**src/rtl/uart_txarb_pkg.sv**
```systemverilog
// uart_txarb shared definitions:
// state codes, uart command value and map offsets.
package uart_txarb_pkg;

  localparam logic [2:0] S_INIT  = 3'd0;
  localparam logic [2:0] S_IWAIT = 3'd1;
  localparam logic [2:0] S_IDLE  = 3'd2;
  localparam logic [2:0] S_ISSUE = 3'd3;
  localparam logic [2:0] S_WAIT  = 3'd4;
  localparam logic [2:0] S_DONE  = 3'd5;

  localparam int CMDDEVRDY = 0;

  // command registers sit 64 bits above the data word
  function automatic int cmd_off(
    input int archbitsz
  );
    return 64 / archbitsz;
  endfunction

  function automatic int addr_bits(
    input int archbitsz
  );
    return archbitsz - $clog2(archbitsz / 8);
  endfunction

  function automatic int ptr_bits(
    input int nreq
  );
    return (nreq > 1) ? $clog2(nreq) : 1;
  endfunction

endpackage

```
**src/rtl/uart_txarb_if.sv**
```systemverilog
// Wishbone segment between uart_txarb
// (master) and the uart slave port.
interface uart_txarb_if #(
  parameter int ARCHBITSZ = 16,
  parameter int ADDRBITSZ =
    ARCHBITSZ - $clog2(ARCHBITSZ / 8)
);

  logic                     cyc;
  logic                     stb;
  logic                     we;
  logic [ADDRBITSZ-1:0]     addr;
  logic [ARCHBITSZ/8-1:0]   sel;
  logic [ARCHBITSZ-1:0]     dat;
  logic                     bsy;
  logic                     ack;

  modport master (
    output cyc,
    output stb,
    output we,
    output addr,
    output sel,
    output dat,
    input  bsy,
    input  ack
  );

  modport slave (
    input  cyc,
    input  stb,
    input  we,
    input  addr,
    input  sel,
    input  dat,
    output bsy,
    output ack
  );

endinterface

```
**src/rtl/uart_txarb_rr.sv**
```systemverilog
// Round-robin picker: lowest requesting
// index at or above ptr, else lowest overall.
module uart_txarb_rr
  import uart_txarb_pkg::*;
#(
  parameter int NREQ = 2,
  parameter int PTRW = ptr_bits(NREQ)
) (
  input  logic [NREQ-1:0] req,
  input  logic [PTRW-1:0] ptr,
  output logic [PTRW-1:0] idx,
  output logic            vld
);

  logic            hi_v;
  logic [PTRW-1:0] hi_i;
  logic            lo_v;
  logic [PTRW-1:0] lo_i;

  // descending scan so the lowest match wins
  always_comb begin
    hi_v = 1'b0;
    hi_i = '0;
    lo_v = 1'b0;
    lo_i = '0;
    for (int i = NREQ - 1; i >= 0; i--) begin
      if (req[i]) begin
        lo_v = 1'b1;
        lo_i = PTRW'(i);
        if (PTRW'(i) >= ptr) begin
          hi_v = 1'b1;
          hi_i = PTRW'(i);
        end
      end
    end
  end

  assign vld = lo_v;
  assign idx = hi_v ? hi_i : lo_i;

endmodule

```
**src/rtl/uart_txarb.sv**
```systemverilog
// Shares one uart transmit path between
// NREQ byte producers over wishbone.
module uart_txarb
  import uart_txarb_pkg::*;
#(
  parameter int ARCHBITSZ = 16,
  parameter int NREQ      = 2,
  parameter int UARTADDR  = 0,
  parameter int TIMEOUT   = 1024
) (
  input  logic              clk_i,
  input  logic              rst_i,
  input  logic [NREQ-1:0]   req_stb_i,
  input  logic [8*NREQ-1:0] req_dat_i,
  output logic [NREQ-1:0]   req_ack_o,
  output logic              err_o,
  output logic              rdy_o,
  uart_txarb_if.master      wb
);

  localparam int ADDRBITSZ = addr_bits(ARCHBITSZ);
  localparam int SELW      = ARCHBITSZ / 8;
  localparam int PTRW      = ptr_bits(NREQ);
  localparam int TMOW      = $clog2(TIMEOUT);

  localparam logic [ADDRBITSZ-1:0] DATA_ADDR =
    ADDRBITSZ'(UARTADDR);
  localparam logic [ADDRBITSZ-1:0] CMD_ADDR =
    ADDRBITSZ'(UARTADDR + cmd_off(ARCHBITSZ));
  localparam logic [ARCHBITSZ-1:0] CMD_WORD =
    ARCHBITSZ'(CMDDEVRDY);
  localparam logic [TMOW-1:0] TMO_LAST =
    TMOW'(TIMEOUT - 1);
  localparam logic [PTRW-1:0] PTR_LAST =
    PTRW'(NREQ - 1);

  logic [2:0]           state_q;
  logic                 cyc_q;
  logic                 stb_q;
  logic [ADDRBITSZ-1:0] addr_q;
  logic [ARCHBITSZ-1:0] dat_q;
  logic [PTRW-1:0]      rr_q;
  logic [PTRW-1:0]      grant_q;
  logic [TMOW-1:0]      tmo_q;

  logic [PTRW-1:0]      pick_idx;
  logic                 pick_vld;
  logic [7:0]           pick_byte;
  logic                 tmo_hit;

  uart_txarb_rr #(
    .NREQ (NREQ),
    .PTRW (PTRW)
  ) u_rr (
    .req (req_stb_i),
    .ptr (rr_q),
    .idx (pick_idx),
    .vld (pick_vld)
  );

  always_comb begin
    pick_byte = 8'h00;
    for (int i = 0; i < NREQ; i++) begin
      if (pick_idx == PTRW'(i)) begin
        pick_byte = req_dat_i[8*i +: 8];
      end
    end
  end

  assign tmo_hit = (tmo_q == TMO_LAST);

  assign wb.cyc  = cyc_q;
  assign wb.stb  = stb_q;
  assign wb.we   = stb_q;
  assign wb.addr = addr_q;
  assign wb.sel  = {SELW{stb_q}};
  assign wb.dat  = dat_q;

  always_ff @(posedge clk_i) begin
    if (rst_i) begin
      state_q   <= S_INIT;
      cyc_q     <= 1'b0;
      stb_q     <= 1'b0;
      addr_q    <= '0;
      dat_q     <= '0;
      rr_q      <= '0;
      grant_q   <= '0;
      tmo_q     <= '0;
      req_ack_o <= '0;
      err_o     <= 1'b0;
      rdy_o     <= 1'b0;
    end else begin
      req_ack_o <= '0;
      err_o     <= 1'b0;
      unique case (state_q)
        S_INIT: begin
          // first cycle raises the strobe,
          // later cycles wait for acceptance
          if (!stb_q) begin
            cyc_q  <= 1'b1;
            stb_q  <= 1'b1;
            addr_q <= CMD_ADDR;
            dat_q  <= CMD_WORD;
          end else if (!wb.bsy) begin
            stb_q   <= 1'b0;
            tmo_q   <= '0;
            state_q <= S_IWAIT;
          end
        end
        S_IWAIT: begin
          if (wb.ack) begin
            cyc_q   <= 1'b0;
            rdy_o   <= 1'b1;
            state_q <= S_IDLE;
          end else if (tmo_hit) begin
            cyc_q   <= 1'b0;
            err_o   <= 1'b1;
            state_q <= S_INIT;
          end else begin
            tmo_q <= tmo_q + 1'b1;
          end
        end
        S_IDLE: begin
          if (pick_vld) begin
            grant_q <= pick_idx;
            cyc_q   <= 1'b1;
            stb_q   <= 1'b1;
            addr_q  <= DATA_ADDR;
            dat_q   <= ARCHBITSZ'(pick_byte);
            state_q <= S_ISSUE;
          end
        end
        S_ISSUE: begin
          if (!wb.bsy) begin
            stb_q   <= 1'b0;
            tmo_q   <= '0;
            state_q <= S_WAIT;
          end
        end
        S_WAIT: begin
          // a timed-out byte is dropped but
          // its requester is still released
          if (wb.ack) begin
            cyc_q              <= 1'b0;
            req_ack_o[grant_q] <= 1'b1;
            state_q            <= S_DONE;
          end else if (tmo_hit) begin
            cyc_q              <= 1'b0;
            err_o              <= 1'b1;
            req_ack_o[grant_q] <= 1'b1;
            state_q            <= S_DONE;
          end else begin
            tmo_q <= tmo_q + 1'b1;
          end
        end
        S_DONE: begin
          rr_q    <= (grant_q == PTR_LAST) ?
                     '0 : grant_q + 1'b1;
          state_q <= S_IDLE;
        end
        default: begin
          cyc_q   <= 1'b0;
          stb_q   <= 1'b0;
          state_q <= S_INIT;
        end
      endcase
    end
  end

endmodule

```
**src/flat_wrapper.sv**
```systemverilog
// flat-port wrapper written by rule: the top's interface ports become plain ports
module uart_txarb_flat import uart_txarb_pkg::*;
#(
  parameter int ARCHBITSZ = 16,
  parameter int NREQ      = 2,
  parameter int UARTADDR  = 0,
  parameter int TIMEOUT   = 1024
)
  (clk_i, rst_i, req_stb_i, req_dat_i, req_ack_o, err_o, rdy_o, wb_cyc, wb_stb, wb_we, wb_addr, wb_sel, wb_dat, wb_bsy, wb_ack);
  uart_txarb_if #(.ARCHBITSZ(ARCHBITSZ)) wb_i ();
  input  logic clk_i;
  input  logic rst_i;
  input  logic [NREQ-1:0] req_stb_i;
  input  logic [8*NREQ-1:0] req_dat_i;
  output logic [NREQ-1:0] req_ack_o;
  output logic err_o;
  output logic rdy_o;
  output wire logic [$bits(wb_i.cyc)-1:0] wb_cyc;
  output wire logic [$bits(wb_i.stb)-1:0] wb_stb;
  output wire logic [$bits(wb_i.we)-1:0] wb_we;
  output wire logic [$bits(wb_i.addr)-1:0] wb_addr;
  output wire logic [$bits(wb_i.sel)-1:0] wb_sel;
  output wire logic [$bits(wb_i.dat)-1:0] wb_dat;
  input wire logic [$bits(wb_i.bsy)-1:0] wb_bsy;
  input wire logic [$bits(wb_i.ack)-1:0] wb_ack;
  assign wb_cyc = wb_i.cyc;
  assign wb_stb = wb_i.stb;
  assign wb_we = wb_i.we;
  assign wb_addr = wb_i.addr;
  assign wb_sel = wb_i.sel;
  assign wb_dat = wb_i.dat;
  assign wb_i.bsy = wb_bsy;
  assign wb_i.ack = wb_ack;
  uart_txarb #(.ARCHBITSZ(ARCHBITSZ), .NREQ(NREQ), .UARTADDR(UARTADDR), .TIMEOUT(TIMEOUT)) u_core (.clk_i(clk_i), .rst_i(rst_i), .req_stb_i(req_stb_i), .req_dat_i(req_dat_i), .req_ack_o(req_ack_o), .err_o(err_o), .rdy_o(rdy_o), .wb(wb_i));
endmodule
```
**config.mk**
```make
export PLATFORM = sky130hd
export DESIGN_NAME = uart_txarb_flat
export DESIGN_NICKNAME = d
export VERILOG_FILES = /design/src/rtl/uart_txarb_pkg.sv /design/src/rtl/uart_txarb_if.sv /design/src/rtl/uart_txarb_rr.sv /design/src/rtl/uart_txarb.sv /design/src/flat_wrapper.sv
export SDC_FILE = /design/constraint.sdc
export NUM_CORES = 1
export LEC_CHECK = 0
export ABC_AREA = 1
export CORE_ASPECT_RATIO = 1.75
export CORE_MARGIN = 8
export CORE_UTILIZATION = 40
export CTS_CLUSTER_DIAMETER = 200
export CTS_CLUSTER_SIZE = 24
export DETAILED_ROUTE_END_ITERATION = 16
export PLACE_DENSITY = 0.7
export RECOVER_POWER = 25
export SYNTH_ARGS = -nofsm -noshare
export SYNTH_HDL_FRONTEND = slang
export SYNTH_HIERARCHICAL = 1
export SYNTH_SLANG_ARGS = --single-unit
export TNS_END_PERCENT = 50
```
**constraint.sdc**
```tcl
create_clock -name clk_i -period 1.9 [get_ports clk_i]
set_input_delay 0.38 -clock clk_i [delete_from_list [all_inputs] [get_ports clk_i]]
set_output_delay 0.38 -clock clk_i [all_outputs]
set_load 0.02 [all_outputs]
```
# After elaboration in Yosys (flattened, before gate mapping)
# Index checks and enable logic that the tools add are counted.
word_totals:
  wordCells: 99
  in_bits: 22
  out_inout_bits: 40
  reg_bits: 52
op_classes:
  n_bitwise: 4
  n_lt_le_gt_ge: 4
  n_eq_ne: 16
  mux: 46
  n_reduce_logical: 16
  addsub: 2
op_table:
  columns: ["cell", "n"]
  rows:
  - ["10-bit two-way mux", 4]
  - ["16-bit two-way mux", 2]
  - ["16-bit case mux with 2 select lines", 1]
  - ["15-bit two-way mux", 2]
  - ["10-bit case mux with 3 select lines", 1]
  - ["15-bit case mux with 2 select lines", 1]
  - ["3-bit two-way mux", 8]
  - ["1-bit two-way mux", 20]
  - ["3-bit case mux with 6 select lines", 1]
  - ["10-bit by 1-bit adder with 10-bit output, second input constant", 1]
  - ["10-bit == test, second input constant", 1]
  - ["2-bit inequality test, second input constant", 5]
  - ["8-bit two-way mux", 1]
  - ["1-bit case mux with 4 select lines", 2]
  - ["4-bit AND reduction", 2]
  - ["3-bit by 2-bit == test with 1-bit output, second input constant", 2]
  - ["3-bit == test, second input constant", 2]
  - ["3-bit by 2-bit inequality test with 1-bit output, second input constant", 2]
  - ["3-bit AND reduction", 2]
  - ["6-bit AND reduction", 1]
  - ["2-bit OR reduction", 3]
  - ["3-bit OR reduction", 2]
  - ["2-bit two-way mux", 2]
  - ["2-bit by 1-bit inequality test with 1-bit output, second input constant", 2]
  - ["13 further kinds", 18]

# Logic depth before layout (Yosys ltp)
logic_depth:
  word_depth: 9
  depth_mapped: 11
  mapped_depth_nobuf: 10

# Hierarchy
# The synthesis kept the hierarchy.
modules_own_cells:
  columns: ["mod", "n_inst", "cells_each", "seq_area_each_um2", "area_per_inst_um2"]
  rows:
  - ["uart_txarb", 1, 259, 600.6, 1838.0]
  - ["uart_txarb_rr", 1, 5, 0.0, 22.5]

# Least setup slack after synthesis
# No wires, ideal clock.
synth_timing:
  path_type: "register to register"
  startpoint: "reg u_core.tmo_q[0]"
  endpoint: "reg u_core.tmo_q[5]"
  arrival_ps: 1350
  setup_ps: 110
  path_stages_with_launch: 12
  synth_period_minus_slack_ps: 1461
  path_slack_ps: 439
  path_buffers: 1
  required_ps: 1790
  path_cell_list: "dfxtp_1 ha_1 nand2_2 nor2_4 nand3_2 nand2_1 nand2_2 buf_6 nand3_1 nand2_1 inv_1 nor2_1"
synth_via:
  elab_chain_len: 4
  word_cells_on_any_way: 7
  cone_classes: "1 x add/sub; 2 x eq/ne; 3 x mux; 1 x reduce/logical"
synth_rtl:
  columns: ["item", "line", "rtl"]
  rows:
  - ["from (decl)", "uart_txarb.sv:44", "logic [TMOW-1:0] tmo_q;"]
  - ["from (signal assigned)", "uart_txarb.sv:120", "tmo_q <= tmo_q + 1'b1;"]
  - ["from (signal assigned)", "uart_txarb.sv:153", "tmo_q <= tmo_q + 1'b1;"]
  - ["10-bit by 1-bit adder with 10-bit output", "uart_txarb.sv:120, uart_txarb.sv:153", null]
  - ["10-bit two-way mux", "uart_txarb.sv:115, uart_txarb.sv:147", null]
  - ["10-bit two-way mux", "uart_txarb.sv:143", "if (wb.ack) begin"]
  - ["10-bit case mux with 3 select lines", "uart_txarb.sv:95", "unique case (state_q)"]
# Several ways; a longest one is shown, not always the timed one. The select of a mux whose other input is x is not followed.
# A chain may end at the register's enable or synchronous reset.

# Final worst setup path
layout_timing:
  startpoint: "reg u_core.stb_q (netlist: u_core/wb.stb)"
  endpoint: "out wb_we"
layout_rtl:
  columns: ["item", "line", "rtl"]
  rows:
  - ["from (decl)", "uart_txarb.sv:39", "logic stb_q;"]
  - ["from (signal assigned)", "uart_txarb.sv:83", "stb_q <= 1'b0;"]
  - ["from (signal assigned)", "uart_txarb.sv:101", "stb_q <= 1'b1;"]
  - ["from (signal assigned)", "uart_txarb.sv:105", "stb_q <= 1'b0;"]
  - ["to (decl)", "flat_wrapper.sv:20", "output wire logic [$bits(wb_i.we)-1:0] wb_we;"]
# No word-level cell between the ends.

==> results.ini <==
[run_status]
status = finished clean

[pwr]
peakVddDrop_v = 0.000589
power.density_nw_per_um2 = 1160
leakagePower_nw = 0.945

[final_layout]
fillers = 460
nNetsFinal = 327
final_common_cell = nand2_1
drive_above_1_share_pct = 11.5
fin_cells = 356
diodes = 0
layout_common_cells = nand2_1, clkdlybuf4s50_1, dfxtp_1, nor2_1, a21oi_1
syn_to_final_growth_pct = 22.0

[clock_network]
cts.clk_slew.worst_paths_ns = 0.06
cts_hold_buf = 0
cts_made_buffers = 5
post_cts_resized = 0
cts-root-buf = clkbuf_8
cts_tree = yes
clock-sinks = 30
clk_latency_ns = 0.27
cts_buffer_depth = 2
postCtsSetupBuffers = 0
cts-htree-levels = 2

[logic_synthesis]
synth_cell_types = 28
syn_avg_cell_area_um2 = 7.05
syn_inst = 264
ys.warnings.count = 6
synthArstFlopShare_pct = 0
synth_edf_count = 0
synth-seq-cells = 30
syn_area_um2 = 1860
synthFlopType = dfxtp_1
seq_area_frac_synth_pct = 32.3

[sta]
fmax_mhz = 583
period_needed_ns = 1.72
setup_viol = 0
final.setup.tns_ns = 0
rsz0062_at_grt = false
hold_viol_final = 0
maxSlewViolCount = 0
min_period_over_period_pct = 90.3
final.setup.worst_slack_ns = 0.185
fin_skew_ns = 0.00172

[worst_setup_path]
path_class = reg2out
crit_family = buffers and inverters
start_kind = register
arrival_ns = 1.34
r2r-end = u_core/tmo_q[7]$_SDFFE_PP0P_
crit_slowest_cell = clkdlybuf4s50_1
path_cells = clkdlybuf4s50_1
cp-end-kind = output port
crit_path_max_fanout = 7
r2r_cells = 11
path_buf_inv = 1
cpPeakStageDelay_ns = 0.65
worst-r2r-setup-slack_ns = 0.24
r2r_start = u_core/tmo_q[0]$_SDFFE_PP0P_
worstPathRequired_ns = 1.52

[placement]
dpl.cell_count = 349
dpl.hpwl_um = 3440
port_buffers = 39
place_ws_ns = 0.0102
place_congestion = 0.888

[grt]
grt_max_degree = 18
gr-usage-all-layers_pct = 12.8
grt_pass1_wl_um = 7350
grt_pass1_vias = 1706
antenna_found_initial = 0
gr-total-overflow = 0

[floorplanning]
core_um2 = 4580
start_util_pct = 40.6
num_rows = 33
die_w_um = 67.6
die_h_um = 106
ios = 62
fp.dieArea_um2 = 7180

[hold_path]
min_to = u_core/req_ack_o[0]$_SDFF_PP0_
min_from = u_core/grant_q$_SDFFE_PP0P_
hold_class = reg2reg
hold_depth = 1

[drt]
wl_per_cell_um = 12.1
drtPass1Iterations = 4
drc_errors = 0
vias = 1730
drt_iter0_drc = 45
viasPerCell = 4.86
antenna_left = 0
routed_wl_um = 4320

[flow_run]
cap_violations = 0

-- area by class of cell --
cell class | instances | area [um^2] | share of cell area, %
Multi-Input combinational cell | 197 | 1000 | 44.0
Timing Repair Buffer | 44 | 428 | 18.9
Sequential cell | 30 | 601 | 26.5
Inverter | 26 | 100 | 4.41
Clock buffer | 7 | 76.3 | 3.36
Tap cell | 52 | 65.1 | 2.87
-- power by group --
| group | leakage [nW] | switching (mW) | internal (mW) |
|---|---|---|---|
| Sequential | 0.245 | 0.106 | 0.755 |
| Clock | 0.0383 | 0.220 | 0.252 |
| Combinational | 0.662 | 0.791 | 0.502 |
| Total | 0.945 | 1.12 | 1.51 |
-- kinds of logic after synthesis --
logic type | count (synthesis) | synth area share, %
xor gates and xnor gates | 1 | 0.471
AOI/OAI and AO/OA | 41 | 11.4
muxes | 8 | 4.84
DFF | 30 | 32.3
and+or+nand+nor | 124 | 31.9
buffers and inverters | 58 | 18.2
other | 1 | 0.202
adders and majority gates | 1 | 0.672
-- stage by stage --
| stage | hold slack, ns | instance area [um^2] | power (mW) | util, % |
|---|---|---|---|---|
| 2_1_floorplan | 0.391 | 1940 | 1.86 | - |
| 3_3_place_gp | 0.403 | 2190 | 2.15 | 47.9 |
| 3_5_place_dp | 0.409 | 2190 | 2.17 | 47.9 |
| 4_1_cts | 0.418 | 2270 | 2.65 | 49.5 |
| 5_1_grt | 0.465 | 2270 | 2.83 | 49.5 |
| 6_report | 0.413 | 2270 | 2.63 | 49.5 |
-- worst max path at each step --
| stage | slack [ns] | end | cells past startpoint | from |
|---|---|---|---|---|
| detailed placement | 0.01 | u_core/wb.dat[6]$_SDFFE_PP0P_ | 6 | req_stb_i[0] |
| CTS | 0.16 | wb_we | 1 | u_core/wb.stb$_SDFFE_PP0P_ |
| floorplan | 0.44 | u_core/tmo_q[5]$_SDFFE_PP0P_ | 11 | u_core/tmo_q[0]$_SDFFE_PP0P_ |
| global placement | 0.03 | u_core/wb.dat[6]$_SDFFE_PP0P_ | 6 | req_stb_i[0] |
| finish | 0.18 | wb_we | 1 | u_core/wb.stb$_SDFFE_PP0P_ |
| global route | 0.03 | u_core/tmo_q[5]$_SDFFE_PP0P_ | 10 | u_core/tmo_q[0]$_SDFFE_PP0P_ |
-- synthesized netlist by cell type (3+ instances only) --
library cell / n / share of area, %
a21oi_1: 25 / 6.7
nor2_1: 29 / 5.9
nand2_1: 51 / 10
nand2_4: 3 / 1.8
nand3_2: 3 / 1.6
nand2_2: 4 / 1.3
buf_6: 3 / 1.8
o21ai_0: 13 / 3.5
mux2_2: 8 / 4.8
nor2_4: 4 / 2.4
buf_4: 25 / 10
inv_1: 24 / 4.8
dfxtp_1: 30 / 32
nand3_1: 24 / 6.5
-- flip-flops by register name (all words and copies together), names as in the netlist --
name / count
u_core/req_ack_o: 2
u_core/wb.stb: 1
u_core/wb.dat: 8
u_core/rdy_o: 1
u_core/state_q: 3
u_core/rr_q: 1
u_core/tmo_q: 10
u_core/wb.addr: 1
u_core/wb.cyc: 1
u_core/err_o: 1
u_core/grant_q: 1
-- per-layer routing --
| layer | routed length, um | global-route usage [%] | up-vias |
|---|---|---|---|
| li1 | - | - | 880 |
| met1 | 1600 | 13.0 | 772 |
| met2 | 2280 | 22.1 | 67 |
| met3 | 353 | 3.89 | 11 |
| met4 | 89 | 6.92 | 0 |
| met5 | 0 | 0 | - |
No activity file was read; power rests on OpenSTA's default activity.
